==> src/rtl/seg7_scan_decoder.sv <==
// seg7_scan_decoder
// Recovers the number shown on a multiplexed, active-low 4-digit 7-segment
// display by snooping its segment and anode lines. Each digit slot is
// captured once its lines have been stable for SETTLE_CYCLES cycles. A frame
// is published only when all four positions have been seen without a bad
// segment pattern.

module seg7_scan_decoder #(
    parameter int SETTLE_CYCLES = 16
) (
    input  logic        clock,
    input  logic        reset,
    input  logic        a,
    input  logic        b,
    input  logic        c,
    input  logic        d,
    input  logic        e,
    input  logic        f,
    input  logic        g,
    input  logic        dp,
    input  logic [3:0]  an,
    output logic [15:0] value,
    output logic [3:0]  dp_mask,
    output logic        frame_valid,
    output logic        digit_err,
    output logic        frame_err
);

    // ------------------------------------------------------------------
    // Local types and constants
    // ------------------------------------------------------------------

    // Result of decoding one segment pattern.
    typedef struct packed {
        logic       ok;
        logic [3:0] digit;
    } seg_dec_t;

    // The counter saturates at SETTLE_CYCLES, so 8 bits covers the legal range.
    localparam logic [7:0] SETTLE_MAX = 8'(SETTLE_CYCLES);
    localparam logic [7:0] SETTLE_M1  = 8'(SETTLE_CYCLES - 1);

    // Idle value of the sampled bus: all lines inactive (high).
    localparam logic [11:0] BUS_IDLE = 12'hFFF;

    // Map an active-low {g,f,e,d,c,b,a} pattern to a BCD digit.
    function automatic seg_dec_t seg_decode(input logic [6:0] seg);
        seg_dec_t r;
        r.ok    = 1'b1;
        r.digit = 4'h0;
        case (seg)
            7'b1000000: r.digit = 4'd0;
            7'b1111001: r.digit = 4'd1;
            7'b0100100: r.digit = 4'd2;
            7'b0110000: r.digit = 4'd3;
            7'b0011001: r.digit = 4'd4;
            7'b0010010: r.digit = 4'd5;
            7'b0000010: r.digit = 4'd6;
            7'b1111000: r.digit = 4'd7;
            7'b0000000: r.digit = 4'd8;
            7'b0010000: r.digit = 4'd9;
            default: begin
                r.ok    = 1'b0;
                r.digit = 4'hF;
            end
        endcase
        return r;
    endfunction

    // ------------------------------------------------------------------
    // Input sampling and stability tracking
    // ------------------------------------------------------------------

    // Bus layout: [11:8] anodes, [7:1] segments g..a, [0] decimal point.
    logic [11:0] in_q;
    logic [11:0] prev_q;
    logic [7:0]  cnt_q;
    logic [7:0]  cnt_d;
    logic        stable;
    logic        capture;

    // Register the raw display lines once; everything downstream uses in_q.
    // NOTE: registers are written with <= so every flop samples the values that existed before the edge.
    always_ff @(posedge clock) begin
        if (reset) begin
            in_q   <= BUS_IDLE;
            prev_q <= BUS_IDLE;
            cnt_q  <= 8'd0;
        end else begin
            in_q   <= {an, g, f, e, d, c, b, a, dp};
            prev_q <= in_q;
            cnt_q  <= cnt_d;
        end
    end

    // Saturating stability counter; restarts whenever the sampled bus changes.
    // NOTE: every signal driven here gets a default first so no latch can be inferred.
    always_comb begin
        stable = (in_q == prev_q);
        cnt_d  = cnt_q;
        if (!stable) begin
            cnt_d = 8'd0;
        end else if (cnt_q != SETTLE_MAX) begin
            cnt_d = cnt_q + 8'd1;
        end
    end

    // The capture fires only on the step into SETTLE_MAX, so at most once per hold.
    assign capture = stable && (cnt_q == SETTLE_M1);

    // ------------------------------------------------------------------
    // Capture classification
    // ------------------------------------------------------------------

    logic [3:0] cap_an;
    logic [6:0] cap_seg;
    logic       cap_dp_n;
    logic       an_blank;
    logic       an_one_low;
    logic [1:0] cap_pos;
    seg_dec_t   cap_dec;

    assign cap_an   = in_q[11:8];
    assign cap_seg  = in_q[7:1];
    assign cap_dp_n = in_q[0];
    assign cap_dec  = seg_decode(cap_seg);

    // Classify the anode pattern: blank, exactly one digit selected, or several.
    always_comb begin
        an_blank   = (cap_an == 4'b1111);
        an_one_low = 1'b1;
        cap_pos    = 2'd0;
        case (cap_an)
            4'b1110: cap_pos = 2'd0;
            4'b1101: cap_pos = 2'd1;
            4'b1011: cap_pos = 2'd2;
            4'b0111: cap_pos = 2'd3;
            default: an_one_low = 1'b0;
        endcase
    end

    // ------------------------------------------------------------------
    // Frame assembly: shadow slots, seen mask, bad flag
    // ------------------------------------------------------------------

    logic [3:0][3:0] shadow_q;
    logic [3:0][3:0] shadow_d;
    logic [3:0]      shadow_dp_q;
    logic [3:0]      shadow_dp_d;
    logic [3:0]      seen_q;
    logic [3:0]      seen_d;
    logic            bad_q;
    logic            bad_d;
    logic            digit_err_q;
    logic            digit_err_d;
    logic            frame_done;

    // A frame completes on the cycle the seen mask is full.
    assign frame_done = (seen_q == 4'b1111);

    // Next-state for the shadow frame: clear after completion, then apply a capture.
    always_comb begin
        shadow_d    = shadow_q;
        shadow_dp_d = shadow_dp_q;
        seen_d      = seen_q;
        bad_d       = bad_q;
        digit_err_d = 1'b0;

        if (frame_done) begin
            seen_d = 4'b0000;
            bad_d  = 1'b0;
        end

        if (capture && !an_blank) begin
            if (!an_one_low) begin
                // Several digits driven at once: reject, record nothing.
                digit_err_d = 1'b1;
            end else if (cap_dec.ok) begin
                shadow_d[cap_pos]    = cap_dec.digit;
                shadow_dp_d[cap_pos] = ~cap_dp_n;
                seen_d[cap_pos]      = 1'b1;
            end else begin
                // Unknown glyph: the position counts as seen but poisons the frame.
                digit_err_d     = 1'b1;
                seen_d[cap_pos] = 1'b1;
                bad_d           = 1'b1;
            end
        end
    end

    // Shadow frame registers.
    // NOTE: the shadow slots are reset as well, so a frame never publishes power-up garbage.
    always_ff @(posedge clock) begin
        if (reset) begin
            shadow_q    <= '1;
            shadow_dp_q <= 4'b0000;
            seen_q      <= 4'b0000;
            bad_q       <= 1'b0;
            digit_err_q <= 1'b0;
        end else begin
            shadow_q    <= shadow_d;
            shadow_dp_q <= shadow_dp_d;
            seen_q      <= seen_d;
            bad_q       <= bad_d;
            digit_err_q <= digit_err_d;
        end
    end

    // ------------------------------------------------------------------
    // Published frame
    // ------------------------------------------------------------------

    logic [15:0] value_q;
    logic [15:0] value_d;
    logic [3:0]  dp_mask_q;
    logic [3:0]  dp_mask_d;
    logic        frame_valid_q;
    logic        frame_valid_d;
    logic        frame_err_q;
    logic        frame_err_d;

    // Publish a clean frame or flag a poisoned one; the two pulses are exclusive.
    always_comb begin
        value_d       = value_q;
        dp_mask_d     = dp_mask_q;
        frame_valid_d = 1'b0;
        frame_err_d   = 1'b0;
        if (frame_done) begin
            if (!bad_q) begin
                value_d       = shadow_q;
                dp_mask_d     = shadow_dp_q;
                frame_valid_d = 1'b1;
            end else begin
                frame_err_d = 1'b1;
            end
        end
    end

    // Output registers; value and dp_mask hold until the next clean frame.
    always_ff @(posedge clock) begin
        if (reset) begin
            value_q       <= 16'h0000;
            dp_mask_q     <= 4'b0000;
            frame_valid_q <= 1'b0;
            frame_err_q   <= 1'b0;
        end else begin
            value_q       <= value_d;
            dp_mask_q     <= dp_mask_d;
            frame_valid_q <= frame_valid_d;
            frame_err_q   <= frame_err_d;
        end
    end

    assign value       = value_q;
    assign dp_mask     = dp_mask_q;
    assign frame_valid = frame_valid_q;
    assign digit_err   = digit_err_q;
    assign frame_err   = frame_err_q;

endmodule

==> config.mk <==
export PLATFORM = sky130hd
export DESIGN_NAME = seg7_scan_decoder
export DESIGN_NICKNAME = d
export VERILOG_FILES = /design/src/rtl/seg7_scan_decoder.sv
export SDC_FILE = /design/constraint.sdc
export NUM_CORES = 1
export LEC_CHECK = 0
export ABC_AREA = 1
export BUFFER_PORTS_ARGS = -buffer_cell sky130_fd_sc_hd__buf_4
export CAP_MARGIN = 20
export CORE_MARGIN = 2
export CORE_UTILIZATION = 30
export CTS_CLUSTER_DIAMETER = 50
export CTS_CLUSTER_SIZE = 20
export DETAILED_ROUTE_END_ITERATION = 10
export GPL_TIMING_DRIVEN = 0
export PLACE_DENSITY = 0.47
export SETUP_SLACK_MARGIN = 0.5
export SLEW_MARGIN = 30
export SYNTH_ARGS = -nofsm -noshare
export SYNTH_HDL_FRONTEND = slang
export SYNTH_SLANG_ARGS = --single-unit
==> constraint.sdc <==
create_clock -name clock -period 4.05 [get_ports clock]
set_input_delay 0.405 -clock clock [delete_from_list [all_inputs] [get_ports clock]]
set_output_delay 0.405 -clock clock [all_outputs]
set_load 0.01 [all_outputs]
==> run summary <==
Status -> complete, no violations
Clk root buf -> clkbuf_8
Finished Layout Cells -> 643
First-pass GRT wire length -> 12300 microns
Layout Nets -> 514
Final Wtd Congestion -> 0.8071
Synth Area in Simple Gates -> 36.93%
Crit path from -> cnt_q[0]
List of most frequent post-synthesis cells -> nand2_1, dfxtp_1, nor2_1
Post-synth EDFFs -> 0
Area of the multi-input gates -> 1496 sq um
Adder-cell area share of the yosys netlist -> 0.7553%
Iteration count of the initial detailed-routing pass -> 4
Post-route ant nets -> 0
Xor-xnor portion of the synthesized cell area -> 2.379%
Library cells used by synthesis -> 27
PD cells -> 362.3 nW/um^2
Hold/Removal Path Class -> in -> reg
Post-CTS Setup Inserts -> 0
Die H -> 109.1 microns
# resized after CTS -> 0
Port bufs -> 35
Grt ovf -> 0
Top cells by area, synth -> dfxtp_1, nand2_1, nor2_1, inv_1, nand3_1
Largest net degree at the start of global routing -> 16
RSZ-0062 raised after global routing -> false
Starting Density -> 30.70%
Share of post-route cells with drive strength above 1 -> 19.48%
Yosys warns -> 0
Post-Syn Instances -> 452
Vias in the first global route -> 2610
Synth top area share -> 48.34%
Synth Register Bits -> 80
Minimum clock period -> 1812 ps
Area grow syn2layout -> 18.84%
Clock insertion delay at the later pin of the skew report -> 350 ps
Site row count -> 38
Placed Cells -> 627
# Max-Cap Violations -> 0
Post-synthesis mux area share -> 0%
Final Routed Wirelength -> 7062 microns
Utilization after layout -> 36.48%
Tcrit/Tclk final -> 44.73%
Num ports -> 37
Syn avg cell area -> 7.330 sq um
Post-synth top area cell -> dfxtp_1
Hold-fix buffers, CTS -> 0
Final setup margin -> 2238 ps
Peak VDD IR -> 0.0001563 V
Longest Clk Path Bufs -> 2
Main flop type after synthesis -> dfxtp_1
Max-slew headroom -> 61.64%
# DRC -> 0
FF/Latch Area -> 1602 sq um
Via/cell ratio -> 4.320
Pleak -> 1.822 nW
Worst Skew -> 9.084 ps
CP Data Arrival Time -> 2040 ps
Worst-path clk slew -> 90 ps
Final Hold Fails -> 0
DR WL/cell -> 10.98 microns
Complex-gate fraction of the synthesized area -> 4.909%
Asr flop ratio synth -> 0%
Syn nets -> 468
Mapped cell area -> 3313 sq um
CTS tree -> built
Post-detail-place hpwl -> 5356 microns
Via count -> 2778
CP Class -> reg -> reg
Worst slew pin tran -> 570.7 ps
Worst setup SP type -> flip-flop
Crit path required time -> 4280 ps
Largest family of logic cells by synthesized area -> simple AND/OR/NAND/NOR gates
Finish-stage setup viols -> 0
Crit path max fanout -> 6
Core area -> 10790 sq um
Top-count cell post-synth -> nand2_1
Slew Limit Fails -> 0
Sink Count -> 80
Pre-CTS WS -> 2213 ps
Setup crit end kind -> flip-flop
Die ar. -> 11900 sq um
Total negative slack -> 0 ps
ANT cells -> 0
Die width -> 109.1 microns
Hold path start -> an[1]
Max Clock Freq -> 552.0 MHz
H-tree depth -> 3
Seq/Total Area, Yosys -> 48.34%
Initial antenna violation count -> 0
Initial DRC count -> 104
GRT Util Overall -> 13.26%
R2r startpoint -> cnt_q[0]
Clock buffer count from CTS -> 9
# fillers -> 1149
metrics by stage:
stage | power (W) | area [sq um] | hold WS [ps]
detailed placement | 0.0009102 | 3751 | 447.6
finish | 0.001426 | 3938 | 231.9
global route | 0.001500 | 3938 | 206.7
floorplan | 0.0008841 | 3313 | 429.6
global placement | 0.0009091 | 3751 | 450.2
CTS | 0.001454 | 3931 | 213.9
placed cells by master, fill, tap and decap left out:
cell type   count
nor3_2          1
inv_1          39
o21ai_0        21
nor4_2          1
xor2_1          1
o21ai_1         1
nand3_2         2
buf_4          37
inv_8           1
clkbuf_8        9
nand4_1         9
a22oi_1         1
nand2_1       119
clkinv_1        1
nor2_2         11
nor3_4          1
clkinv_4        1
or2_2          14
nor3_1          6
inv_6           1
nand2_4         1
dfxtp_1        80
nand2_2         7
clkinvlp_4      3
nand3_1        23
a21oi_1         9
clkbuf_1       11
xnor2_1         8
nor2_1         74
nor2_4          3
ha_1            2
clkinv_2        1
inv_2           4
path summary, 6_finish.rpt:
kind | endpoint | slack, ps | depth (start not counted)
worst max-delay path | shadow_q[1] | 2240 | 10
worst min-delay path | in_q[9] | 230 | 2
worst min register to register | shadow_q[15] | 470 | 2
worst max register to register | shadow_q[1] | 2240 | 10
metal layers:
layer,vias up,wire length (microns),global-route usage [%]
met2,50,3087,21.16
met1,1230,3557,17.16
met4,0,103,4.670
met5,-,0,0
met3,9,314,3.646
li1,1489,-,-
flip-flops by register name, indices dropped and copies added, names as in the netlist:
register,flops
cnt_q,8
digit_err,1
frame_valid,1
in_q,12
value,16
shadow_dp_q,4
prev_q,12
seen_q,4
shadow_q,16
bad_q,1
frame_err,1
dp_mask,4
cell type report:
class                           count  area share [%]
Multi-Input combinational cell    315           38.00
Tap cell                          140           4.449
Inverter                           44           4.194
Buffer                             13           1.430
Sequential cell                    80           40.67
Timing Repair Buffer               35           6.673
Clock buffer                        9           3.146
Clock inverter                      7           1.430
critical path, stage by stage, from the launching register on:
cell and delay [ps]:
dfxtp_1 360, ha_1 210, nand3_2 110, nor2_2 110
nand2_1 70, nor2_2 220, inv_1 70, nor2_1 160
nand3_1 200, nand2_1 110, nand3_1 60
power breakdown:
| part | switching [W] | leakage (nW) | internal (W) |
|---|---|---|---|
| logic | 0.0000521 | 1.09 | 0.0000320 |
| clock network | 0.000308 | 0.0838 | 0.000228 |
| registers | 0.00000928 | 0.651 | 0.000797 |
| total | 0.000369 | 1.82 | 0.00106 |
kinds of logic after synthesis:
logic type / count (synthesis)
DFF: 80
AOI/OAI and AO/OA: 32
and+or+nand+nor: 272
adders and majority gates: 2
buffers and inverters: 57
xor gates and xnor gates: 9
No activity file was read; power rests on OpenSTA's default activity.
